[src/rtl/zynq_packer_if.sv]
// Digitizer-FIFO read port and 32-bit packet stream seen by the ZYNQ packer.
// master = packer side, slave = FIFO/ZYNQ side.
interface zynq_packer_if #(
  parameter int WIDTH = 12
);
  logic [WIDTH-1:0] FIFO_Q;
  logic             FIFO_EMPTY;
  logic             FIFO_RD;
  logic [31:0]      M_TDATA;
  logic             M_TVALID;
  logic             M_TLAST;
  logic             M_TREADY;

  modport master (
    input  FIFO_Q, FIFO_EMPTY, M_TREADY,
    output FIFO_RD, M_TDATA, M_TVALID, M_TLAST
  );

  modport slave (
    output FIFO_Q, FIFO_EMPTY, M_TREADY,
    input  FIFO_RD, M_TDATA, M_TVALID, M_TLAST
  );
endinterface

[src/rtl/zynq_packer.sv]
// Frames digitizer events (header + samples) into 32-bit header/data/trailer packets; ZP_CHECKSUM_EN adds a sample XOR in the trailer.
// One FIFO read in flight, two cycles per sample; stream words are held while M_TREADY is low and no read is issued meanwhile.
module zynq_packer #(
  parameter int SIZE     = 8,
  parameter int WIDTH    = 12,
  parameter int CNT_BITS = 12
) (
  input  logic                CLK,
  input  logic                RST,
  input  logic [SIZE-1:0]     HOWMANY,
  zynq_packer_if.master       bus,
  output logic                BUSY,
  output logic                HDR_ERR,
  output logic [CNT_BITS-1:0] PKT_CNT
);

  typedef enum logic [3:0] {
    IDLE, CAP_HDR, EMIT_HDR, FETCH_LO, CAP_LO, FETCH_HI, CAP_HI, EMIT_DAT, EMIT_TRL
  } state_t;

  state_t           state_q, state_d;
  logic [SIZE-1:0]  rem_q;
  logic [WIDTH-1:0] lo_q;
  logic [31:0]      tdata_q;
  logic             tvalid_q, tlast_q;
  logic             rd_req, ld_hdr, ld_lo, ld_hi, ld_trl, drop, done;
  logic [11:0]      chk_q;
  logic [11:0]      trl_cnt;

  assign trl_cnt = 12'(PKT_CNT);

  always_ff @(posedge CLK or negedge RST) begin
    if (!RST) state_q <= IDLE;
    else      state_q <= state_d;
  end

  always_comb begin
    state_d = state_q;
    case (state_q)
      IDLE:     if (!bus.FIFO_EMPTY) state_d = CAP_HDR;
      CAP_HDR:  state_d = EMIT_HDR;
      EMIT_HDR: if (bus.M_TREADY) state_d = (rem_q != '0) ? FETCH_LO : EMIT_TRL;
      FETCH_LO: if (!bus.FIFO_EMPTY) state_d = CAP_LO;
      CAP_LO:   state_d = (rem_q == SIZE'(1)) ? EMIT_DAT : FETCH_HI;
      FETCH_HI: if (!bus.FIFO_EMPTY) state_d = CAP_HI;
      CAP_HI:   state_d = EMIT_DAT;
      EMIT_DAT: if (bus.M_TREADY) state_d = (rem_q != '0) ? FETCH_LO : EMIT_TRL;
      EMIT_TRL: if (bus.M_TREADY) state_d = IDLE;
      default:  state_d = IDLE;
    endcase
  end

  always_comb begin
    rd_req = 1'b0;
    ld_hdr = 1'b0;
    ld_lo  = 1'b0;
    ld_hi  = 1'b0;
    ld_trl = 1'b0;
    drop   = 1'b0;
    done   = 1'b0;
    case (state_q)
      IDLE, FETCH_LO, FETCH_HI: rd_req = !bus.FIFO_EMPTY;
      CAP_HDR: ld_hdr = 1'b1;
      CAP_LO:  ld_lo  = 1'b1;
      CAP_HI:  ld_hi  = 1'b1;
      EMIT_HDR, EMIT_DAT: begin
        ld_trl = bus.M_TREADY && (rem_q == '0);
        drop   = bus.M_TREADY && (rem_q != '0);
      end
      EMIT_TRL: done = bus.M_TREADY;
      default: ;
    endcase
  end

  // Gated by reset so a non-empty FIFO is never popped while the packer is held in reset.
  assign bus.FIFO_RD  = rd_req & RST;
  assign bus.M_TDATA  = tdata_q;
  assign bus.M_TVALID = tvalid_q;
  assign bus.M_TLAST  = tlast_q;

  always_ff @(posedge CLK or negedge RST) begin
    if (!RST) begin
      tdata_q  <= '0;
      tvalid_q <= 1'b0;
      tlast_q  <= 1'b0;
      BUSY     <= 1'b0;
      HDR_ERR  <= 1'b0;
      PKT_CNT  <= '0;
      rem_q    <= '0;
      lo_q     <= '0;
    end else begin
      if (ld_hdr) begin
        rem_q    <= HOWMANY;
        BUSY     <= 1'b1;
        tdata_q  <= {8'hA5, bus.FIFO_Q[7:5], bus.FIFO_Q[4:0], 16'(HOWMANY)};
        tvalid_q <= 1'b1;
        if (bus.FIFO_Q[WIDTH-1:8] != '0) HDR_ERR <= 1'b1;
      end
      if (ld_lo) begin
        lo_q  <= bus.FIFO_Q;
        rem_q <= rem_q - SIZE'(1);
        // Odd count: last sample goes out alone with a zero high half.
        if (rem_q == SIZE'(1)) begin
          tdata_q  <= {4'hD, {WIDTH{1'b0}}, 4'h0, bus.FIFO_Q};
          tvalid_q <= 1'b1;
        end
      end
      if (ld_hi) begin
        rem_q    <= rem_q - SIZE'(1);
        tdata_q  <= {4'hD, bus.FIFO_Q, 4'h0, lo_q};
        tvalid_q <= 1'b1;
      end
      if (drop) tvalid_q <= 1'b0;
      if (ld_trl) begin
        tdata_q <= {8'h5A, chk_q, trl_cnt};
        tlast_q <= 1'b1;
      end
      if (done) begin
        tvalid_q <= 1'b0;
        tlast_q  <= 1'b0;
        BUSY     <= 1'b0;
        PKT_CNT  <= PKT_CNT + CNT_BITS'(1);
      end
    end
  end

`ifdef ZP_CHECKSUM_EN
  always_ff @(posedge CLK or negedge RST) begin
    if (!RST)               chk_q <= '0;
    else if (ld_hdr)        chk_q <= '0;
    else if (ld_lo || ld_hi) chk_q <= chk_q ^ bus.FIFO_Q[11:0];
  end
`else
  assign chk_q = '0;
`endif

endmodule

[src/flat_wrapper.sv]
// flat-port wrapper written by rule: the top's interface ports become plain ports
module zynq_packer_flat 
#(
  parameter int SIZE     = 8,
  parameter int WIDTH    = 12,
  parameter int CNT_BITS = 12
)
  (CLK, RST, HOWMANY, BUSY, HDR_ERR, PKT_CNT, bus_FIFO_Q, bus_FIFO_EMPTY, bus_M_TREADY, bus_FIFO_RD, bus_M_TDATA, bus_M_TVALID, bus_M_TLAST);
  zynq_packer_if #(.WIDTH(WIDTH)) bus_i ();
  input  logic CLK;
  input  logic RST;
  input  logic [SIZE-1:0] HOWMANY;
  output logic BUSY;
  output logic HDR_ERR;
  output logic [CNT_BITS-1:0] PKT_CNT;
  input wire logic [$bits(bus_i.FIFO_Q)-1:0] bus_FIFO_Q;
  input wire logic [$bits(bus_i.FIFO_EMPTY)-1:0] bus_FIFO_EMPTY;
  input wire logic [$bits(bus_i.M_TREADY)-1:0] bus_M_TREADY;
  output wire logic [$bits(bus_i.FIFO_RD)-1:0] bus_FIFO_RD;
  output wire logic [$bits(bus_i.M_TDATA)-1:0] bus_M_TDATA;
  output wire logic [$bits(bus_i.M_TVALID)-1:0] bus_M_TVALID;
  output wire logic [$bits(bus_i.M_TLAST)-1:0] bus_M_TLAST;
  assign bus_i.FIFO_Q = bus_FIFO_Q;
  assign bus_i.FIFO_EMPTY = bus_FIFO_EMPTY;
  assign bus_i.M_TREADY = bus_M_TREADY;
  assign bus_FIFO_RD = bus_i.FIFO_RD;
  assign bus_M_TDATA = bus_i.M_TDATA;
  assign bus_M_TVALID = bus_i.M_TVALID;
  assign bus_M_TLAST = bus_i.M_TLAST;
  zynq_packer #(.SIZE(SIZE), .WIDTH(WIDTH), .CNT_BITS(CNT_BITS)) u_core (.CLK(CLK), .RST(RST), .HOWMANY(HOWMANY), .bus(bus_i), .BUSY(BUSY), .HDR_ERR(HDR_ERR), .PKT_CNT(PKT_CNT));
endmodule
[config.mk]
export PLATFORM = sky130hd
export DESIGN_NAME = zynq_packer_flat
export DESIGN_NICKNAME = d
export VERILOG_FILES = /design/src/rtl/zynq_packer_if.sv /design/src/rtl/zynq_packer.sv /design/src/flat_wrapper.sv
export SDC_FILE = /design/constraint.sdc
export NUM_CORES = 1
export LEC_CHECK = 0
export ABC_AREA = 1
export CAP_MARGIN = 10
export CORE_MARGIN = 4
export CORE_UTILIZATION = 27
export DETAILED_ROUTE_END_ITERATION = 8
export SYNTH_ARGS = -nofsm -noshare
export SYNTH_HDL_FRONTEND = slang
export SYNTH_SLANG_ARGS = --single-unit
[constraint.sdc]
create_clock -name CLK -period 2.3 [get_ports CLK]
set_clock_uncertainty 0.2 [all_clocks]
set_input_delay 0.69 -clock CLK [delete_from_list [all_inputs] [get_ports CLK]]
set_output_delay 0.69 -clock CLK [all_outputs]
set_load 0.01 [all_outputs]
==> flow_summary.toml, run 1 <==
[run_status]
status = "complete, no violations"

[final_layout]
antenna_cells_inserted = 0
multiInputGateArea_um2 = 1560
area_growth_pct = 39.3
finalNetCount = 591
seq_area_um2 = 1810
final_layout_size_suffix_gt1_share_pct = 13.4
n_fill_cell = 1365
fin_cells = 745

[sta]
finalHoldViolations = 0
maxSlewViolCount = 0
finalSetupTns_ps = 0
relSlewSlack_pct = 36.1
finalCritPeriodShare_pct = 97.2
max_freq_mhz = 447
finalSetupViolCount = 0
tightest_slew_ps = 959
rsz0062_at_grt = "true"
fin_crit_ps = 2240

[setup_path]
crit_fanout = 5
worst-path-buf-inv = 1
cp-start-kind = "flop"
critPathRequiredTime_ps = 1410
worstPathArrival_ps = 1350
path_class = "flop to output pin"
critPathTopFamily = "buffers and inverters"
crit_path_cell_trace = "clkdlybuf4s50_1"
slowest_stage = "clkdlybuf4s50_1"
cpPeakStageDelay_ps = 580
end_kind = "output pin"

[route]
wl_per_cell_um = 13.8
ant_nets = 0
dr.pass1.iters = 7
dr_total_vias = 3303
drt_iter0_drc = 193
drt_wl_total_mm = 10.3
vias_per_cell = 4.43
post-route-drc-count = 0

[synthesis]
yosysUniqueCellTypes = 32
yosysMostFrequentCell = "nand2_1"
synth_area_per_cell_um2 = 7.79
synthTopCellsByCount = "nand2_1, dfrtp_1, inv_1, nor2_1, nand3_1"
synth_cells = 466
synth_top_area_share_pct = 49.6
synth_edf_count = 0
synth_flop_cell = "dfrtp_1"
ys_warn_count = 0
synthTopCellsByArea = "dfrtp_1, nand2_1, inv_1"
ys_seq_area_share_pct = 49.6
synth_area_um2 = 3630
ys_ff_latch = 72
async_reset_ff_share_pct = 100
synth.largest_area_cell = "dfrtp_1"
synthesis.nets = 493

[power_and_ir_drop]
intPower_mw = 3.90
switchingPower_mw = 2.27
seqPwrFrac_pct = 33.0
p_leak_nw = 2.43
p_comb_share_pct = 42.6
p_clk_share_pct = 24.4
power.density_nw_per_um2 = 1220
peakVddDrop_uv = 522
p_sw_share_pct = 36.8

[floorplan]
std_cell_rows = 42
die_h_um = 124
die_w_um = 124
ios = 73
core_area_um2 = 13200
start_util_pct = 27.5
die_area_um2 = 15400

[cts]
clock_sinks = 72
hold_buffers = 0
clk_pin_slew_worst_paths_ps = 60
clock-root-buffer = "clkbuf_16"
cts_buffer_depth = 2
clk_latency_ps = 330
numCtsBuffers = 9
cts_tree = "yes"
cts_max_level = 3

[placement]
place.port_buffers = 72
placedCellCount = 727
dp_hpwl_mm = 7.66
gp_routability_congestion = 0.803

[global_route]
grt_max_degree = 73
antenna_found_initial = 0
grt_usage_pct = 14.4
grt_pass1_vias = 3393
grt_pass1_wl_mm = 16.9
globalRoute.totalOverflow = 0

[flow_run]
drv_cap = 0

[worst_hold_path]
hold_class = "flop to flop"
layer usage:
metal	global-route usage (%)	wire (um)
met3	4.36	538
met1	19.2	4740
met5	0	0
met2	22.8	4840
met4	3.90	129
power groups by stage:
stage,Combinational [mW],Clock [mW],Sequential (mW)
after floorplan,1.44,0,2.10
after global placement,2.59,0,2.04
after detailed placement,2.62,0,2.06
after CTS,2.65,1.54,2.03
after global routing,2.99,1.60,2.10
final,2.62,1.51,2.04
timing repair:
action / 4_1_cts / 5_1_grt
endpoints found under the setup margin: 1 / 5
pin swaps: 1 / 1
buffers inserted: 2 / 0
gates resized for setup: 4 / 8
cells by family after synthesis:
logic type,synth area share [%]
simple gates,32.6
flops,49.6
buf+inv,7.65
compound gates,6.65
xor+xnor,2.41
fa+ha+maj,1.03
stage by stage:
step	hold slack, ps	util (%)	total power, mW	setup WS (ps)	instance area, um^2
floorplan	194	-	3.54	421	3630
global placement	255	35.7	4.63	-344	4710
detailed placement	259	35.7	4.68	-344	4710
CTS	278	38.2	6.23	10.6	5040
global route	309	38.3	6.69	-41.2	5060
finish	277	38.3	6.16	64.3	5060
layout by cell type, fill, tap and decap left out, drive strengths merged:
cell and instances:
nand2 146, dfrtp 72, clkdlybuf4s50 70, inv 58, nor2 55, nand3 35, buf 29, o21ai 20
nor3 13, a21oi 11, or2 11, clkbuf 10, xor2 7, o211ai 5, nand4 5, o22ai 3
xnor2 3, ha 3, clkinv 3, nand3b 2, bufinv 2, o221ai 1, a31oi 1, nor4 1
o21bai 1, o21a 1, clkinvlp 1
registers in the layout, indices dropped and copies added (netlist names):
signal               flops
u_core.BUSY              1
u_core.HDR_ERR           1
u_core.PKT_CNT          12
u_core.bus.M_TDATA      32
u_core.bus.M_TLAST       1
u_core.bus.M_TVALID      1
u_core.lo_q             12
u_core.rem_q             8
u_core.state_q           4
path summary, 6_finish.rpt:
kind                                   startpoint                      to  slack (ps)  depth (start not counted)
worst max-delay path            u_core.PKT_CNT[0]              PKT_CNT[0]          60                          1
worst min-delay path               u_core.lo_q[2]          u_core.lo_q[2]         280                          2
worst max register to register    u_core.rem_q[0]  u_core.bus.M_TDATA[10]         270                         10
worst min register to register     u_core.lo_q[2]          u_core.lo_q[2]         280                          2
max in group asynchronous                     RST       u_core.PKT_CNT[4]         820                          2
min in group asynchronous                     RST         u_core.rem_q[4]         400                          2
area by class of cell:
cell class              count  share of cell area [%]
flip-flops and latches     72                    35.8
well taps                 176                    4.36
inverters                  58                    4.31
multi-input cells         324                    30.9
clock buffers              10                    4.73
clock inverters             6                    1.63
repair buffers             99                    18.3
No activity file was read; power rests on OpenSTA's default activity.
==> run 2, diff against run 1 <==
--- a/config.mk
+++ b/config.mk
@@ -8,8 +8,9 @@
 export ABC_AREA = 1
 export CAP_MARGIN = 10
 export CORE_MARGIN = 4
-export CORE_UTILIZATION = 27
+export CORE_UTILIZATION = 50
 export DETAILED_ROUTE_END_ITERATION = 8
+export PLACE_DENSITY = 0.78
 export SYNTH_ARGS = -nofsm -noshare
 export SYNTH_HDL_FRONTEND = slang
 export SYNTH_SLANG_ARGS = --single-unit
==> run 2 against run 1 <==
Net effect:
- die area shrank 43%
- sequential power is essentially flat
- maximum frequency shrank 1.1%
- critical path depth grew 5
==> flow_summary.toml, run 2 (synthesis gave the netlist of run 1 again) <==
[placement]
gp_routability_congestion = 0.888
placedCellCount = 644
place_ws_ps = -356
place.port_buffers = 72
dp_hpwl_mm = 7.10
place_area_um2 = 4570

[final_layout]
area_growth_pct = 32.9
fin_util_pct = 69.8
largest_reg_flops = 32
post-route-cell-area_um2 = 4820
finalNetCount = 589
fin_cells = 663
final_common_cell = "nand2_1"
antenna_cells_inserted = 0
layout_common_cells = "nand2_1, clkdlybuf4s50_1, dfrtp_1"
final_layout_size_suffix_gt1_share_pct = 13.2

[global_route]
global_route.usage.met1_pct = 31.7
grt_use_met3_pct = 3.78
grt_max_degree = 73
grt_pass1_vias = 3442
grt_pass1_wl_mm = 16.2
antenna_found_initial = 0
grtUsageMet2_pct = 38.1
top_usage_layer = "met2"
grt_usage_pct = 23.5
globalRoute.totalOverflow = 0

[floorplan]
die_area_um2 = 8690
core_area_um2 = 6910
std_cell_rows = 30
die_h_um = 93.2
start_util_pct = 52.6
ios = 73
die_w_um = 93.2

[setup_path]
crit_path_cell_trace = "nor2_4 > nand2_1 > nand3_2 > nand2_1 > nor2_1 > buf_2"
critPathRequiredTime_ps = 1410
end_kind = "output pin"
worst-path-buf-inv = 1
critPathTopFamily = "flip-flops"
cp-start-kind = "flop"
worstPathArrival_ps = 1370
slowest_stage = "dfrtp_2"
crit_fanout = 4
cpPeakStageDelay_ps = 460
path_class = "flop to output pin"
crit_top_cell = "nand2_1"

[cts]
cts_buffer_depth = 2
cts_max_level = 3
cts_tree = "yes"
clock_sinks = 72
clk_pin_slew_worst_paths_ps = 70
clk_latency_ps = 350
clock-root-buffer = "clkbuf_8"
numCtsBuffers = 9

[sta]
finalCritPeriodShare_pct = 98.3
finalHoldViolations = 0
maxSlewViolCount = 0
fin_crit_ps = 2260
rsz0062_at_grt = "true"
finalSetupTns_ps = 0
worst_hold_slack_ps = 283
finalSetupViolCount = 0
fin_ws_ps = 38.7
max_freq_mhz = 442
tightest_slew_ps = 909
relSlewSlack_pct = 39.4

[power_and_ir_drop]
seqPwrFrac_pct = 35.1
switchingPower_mw = 2.26
power_mw = 5.82
p_comb_share_pct = 46.1
p_leak_nw = 2.36
p_clk_share_pct = 18.8
peakVddDrop_uv = 621
intPower_mw = 3.56
power.density_nw_per_um2 = 1210
p_sw_share_pct = 38.8

[route]
drt_wl_total_mm = 9.65
dr.pass1.iters = 4
wl_per_cell_um = 14.6
drt_iter0_drc = 178
ant_nets = 0
post-route-drc-count = 0
dr_total_vias = 3431
vias_per_cell = 5.17

[worst_hold_path]
hold_class = "flop to flop"

[flow_run]
drv_cap = 0

[run_status]
status = "complete, no violations"
==> run 2: final cells by class <==
type / count / area (um^2)
clock inverter: 5 / 81.3
inverter: 58 / 218
multi-input combinational: 324 / 1570
timing repair buffer: 97 / 898
sequential: 72 / 1810
fill: 567 / 2080
tap: 96 / 120
clock buffer: 11 / 131
==> run 2: worst register-to-register path, delay by kind of cell (launching register included) <==
family | cells | cell delay (ps)
buffers and inverters | 4 | 570
DFF | 1 | 420
and+or+nand+nor | 7 | 800
==> run 2: power by group through the flow <==
stage	combinational (mW)	sequential [mW]	clock, mW
after floorplan	1.44	2.10	0
after global placement	2.52	2.03	0
after detailed placement	2.62	2.05	0
after CTS	2.66	2.03	1.11
after global routing	3.00	2.10	1.17
final	2.68	2.04	1.09
==> run 2: repair_timing <==
item,4_1_cts,5_1_grt
setup buffers,2,1
resized for setup,5,10
gates cloned,0,0
hold buffers,0,0
pin swaps,1,2
setup endpoints to repair,2,7
==> run 2: layer usage <==
layer	part of all wire, %	wire (um)
met1	44	4250
met2	50	4810
met3	4.3	416
met4	1.8	178
met5	0	0
==> run 2: worst paths after layout <==
path	from	end	slack, ps	depth (start not counted)
worst max register to register	u_core.state_q[0]	u_core.bus.M_TDATA[8]	200	11
max in group asynchronous	RST	u_core.PKT_CNT[4]	890	2
worst min register to register	u_core.lo_q[10]	u_core.lo_q[10]	280	2
worst max-delay path	u_core.state_q[3]	bus_FIFO_RD	40	6
min in group asynchronous	RST	u_core.state_q[2]	370	2
worst min-delay path	u_core.lo_q[10]	u_core.lo_q[10]	280	2
==> variant: new RTL, config.mk and constraints of run 1 <==
`SIZE` is set to 8 in 2 places; all go to 4.
--- a/src/rtl/zynq_packer.sv
+++ b/src/rtl/zynq_packer.sv
@@ -1,7 +1,7 @@
 // Frames digitizer events (header + samples) into 32-bit header/data/trailer packets; ZP_CHECKSUM_EN adds a sample XOR in the trailer.
 // One FIFO read in flight, two cycles per sample; stream words are held while M_TREADY is low and no read is issued meanwhile.
 module zynq_packer #(
-  parameter int SIZE     = 8,
+  parameter int SIZE     = 4,
   parameter int WIDTH    = 12,
   parameter int CNT_BITS = 12
 ) (
--- a/src/flat_wrapper.sv
+++ b/src/flat_wrapper.sv
@@ -1,7 +1,7 @@
 // flat-port wrapper written by rule: the top's interface ports become plain ports
 module zynq_packer_flat 
 #(
-  parameter int SIZE     = 8,
+  parameter int SIZE     = 4,
   parameter int WIDTH    = 12,
   parameter int CNT_BITS = 12
 )
Ports: changed (resized HOWMANY); port bits go from 73 to 69. The function was not compared with the original's and may differ.
==> variant against run 1 <==
  * Critical path depth up 5
  * Die area down 6.0%
  * Sequential cell count down 4
  * Fmax down 0.75%
  * Area after synthesis down 6.4%
  * Largest power group unchanged
  * Power down 3.8%
  * Routed wire length down 6.1%
  * Setup slack worse by 17 ps
  * Design area down 5.9%
  * Largest cell class unchanged
  * Sequential power down 5%
==> variant: results (changes against run 1) <==
stage,metric,value,unit,change
synthesis,asr flop ratio synth,100.0,%,unchanged
cts,worst skew pair latency,330,ps,about the same
cts,TritonCTS Buffers,9,,unchanged
timing,worst-margin pin slew,897.4,ps,-61.09 ps
min_path,Hold Path End,u_core.bus.M_TDATA[30]$_DFF_PN0_,,
critical_path,crit path max fanout,4,,-1
critical_path,critical path arrival,1360,ps,
power_and_ir_drop,total net switching power,0.002223,W,-1.9%
finish,# diodes,0,,unchanged
route,via/cell ratio,4.365,,-1.5%
critical_path,R2R setup slack,280,ps,
power_and_ir_drop,Pleak,2.328,nW,-4.2%
critical_path,RR Startpoint,u_core.state_q[2]$_DFFE_PN0P_,,
placement,PortBufs,68,,-5.6%
status,status,completed,,
global_routing,initial antenna violation count,0,,unchanged
cts,H-tree level count,3,,unchanged
critical_path,reg2reg end,u_core.state_q[1]$_DFFE_PN0P_,,
synthesis,synth unique cells,27,,-16%
run,total of max-cap violations,0,,unchanged
synthesis,"Seq/Total Area, Yosys",50.09,%,+0.45 points
min_path,hold depth,2,,unchanged
route,First-pass DRT Iterations,4,,-3
critical_path,CP max-delay cell,dfrtp_2,,
cts,clk root buf,clkbuf_16,,
critical_path,CP Launch Point,u_core.state_q[3]$_DFFE_PN0P_,,
route,DRT iter0 DRCs,212,,+9.8%
synthesis,Syn. warnings,0,,unchanged
min_path,hold path startpoint,u_core.bus.M_TDATA[30]$_DFF_PN0_,,
power_and_ir_drop,VDD IR-drop max,0.4950,mV,-5.2%
timing,hold_ws,279.0,ps,+2.433 ps
finish,nets@finish,556,,-5.9%
finish,max reg flops,32,,unchanged
synthesis,largest cells by area after synthesis,"dfrtp_1 50%, nand2_1 15%, nor2_1 7.1%, inv_1 3.9%, nand3_1 3.2%",,
cts,"Reg clk slew, reported paths",50,ps,
critical_path,largest stage delay on the critical path,440,ps,-140 ps
global_routing,pin count of the biggest net entering global routing,69,,-5.5%
placement,Placer Congestion,0.8157,,+1.5%
global_routing,global-route usage over all layers,14.07,%,-0.33 points
synthesis,Main synth FF type,dfrtp_1,,
finish,share of cells above drive strength 1,16.36,%,+3.0 points
placement,Post-DP HPWL,7.122,mm,-7.0%
global_routing,vias in the first global route,3093,,-8.8%
synthesis,syn nets,456,,-7.5%
global_routing,first-pass GRT wire length,15.91,mm,-6.0%
route,mean routed wirelength per cell,13.63,um,-0.96%
synthesis,Post-synth top cells,"139 x nand2_1, 68 x dfrtp_1, 64 x nor2_1",,
critical_path,Reg2Reg Depth,10,,unchanged
timing,Final Max Slew Viols,0,,unchanged
finish,filler instances,1264,,-7.4%
critical_path,Setup crit end,bus_FIFO_RD,,
variant: worst max-delay path: cells and delay by family (launching register included):
kind | cells | cell delay [ps]
flops | 1 | 440
buf+inv | 1 | 130
simple gates | 5 | 450
variant: metrics by stage:
step	cell area [um^2]	instances	setup slack (ps)
5_1_grt	4757	706	-85.46
4_1_cts	4743	706	15.40
3_3_place_gp	4425	688	-347.4
6_report	4757	706	47.46
3_5_place_dp	4425	688	-341.7
2_1_floorplan	3397	433	356.9
variant: final cells by class:
type	count	share of cell area, %
flip-flops and latches	68	35.93
repair buffers	97	18.67
clock inverters	4	0.9995
clock buffers	12	5.392
inverters	43	3.393
multi-input cells	314	31.19
well taps	168	4.419
variant: power by group through the flow:
stage | sequential, W | clock (W) | combinational [W]
floorplan | 0.00201 | 0 | 0.00135
global placement | 0.00193 | 0 | 0.00253
finish | 0.00193 | 0.00141 | 0.00259
CTS | 0.00193 | 0.00144 | 0.00261
detailed placement | 0.00194 | 0 | 0.00258
global route | 0.00199 | 0.00149 | 0.00291
variant: cell families after synthesis:
kind of cell / Yosys count / share of synthesized area, %
AND/OR/NAND/NOR: 265 / 34.11
flip-flops: 68 / 50.09
buffers and inverters: 51 / 6.519
AO/OA/AOI/OAI: 38 / 6.114
XOR/XNOR: 8 / 2.063
adder cells (fa/ha/maj): 3 / 1.105
variant: what timing repair did:
item / CTS / global route
setup endpoints to repair: 3 / 3
cloned: 0 / 0
buffers inserted: 2 / 0
gates resized for setup: 7 / 6
pin swaps: 1 / 4
variant: layer usage:
metal	part of all wire (%)	global-route usage, %	vias to the layer above
met2	47	22.44	70
met5	0	0	-
met4	0.81	3.221	0
li1	-	-	1550
met1	47	18.72	1456
met3	5.0	4.336	6
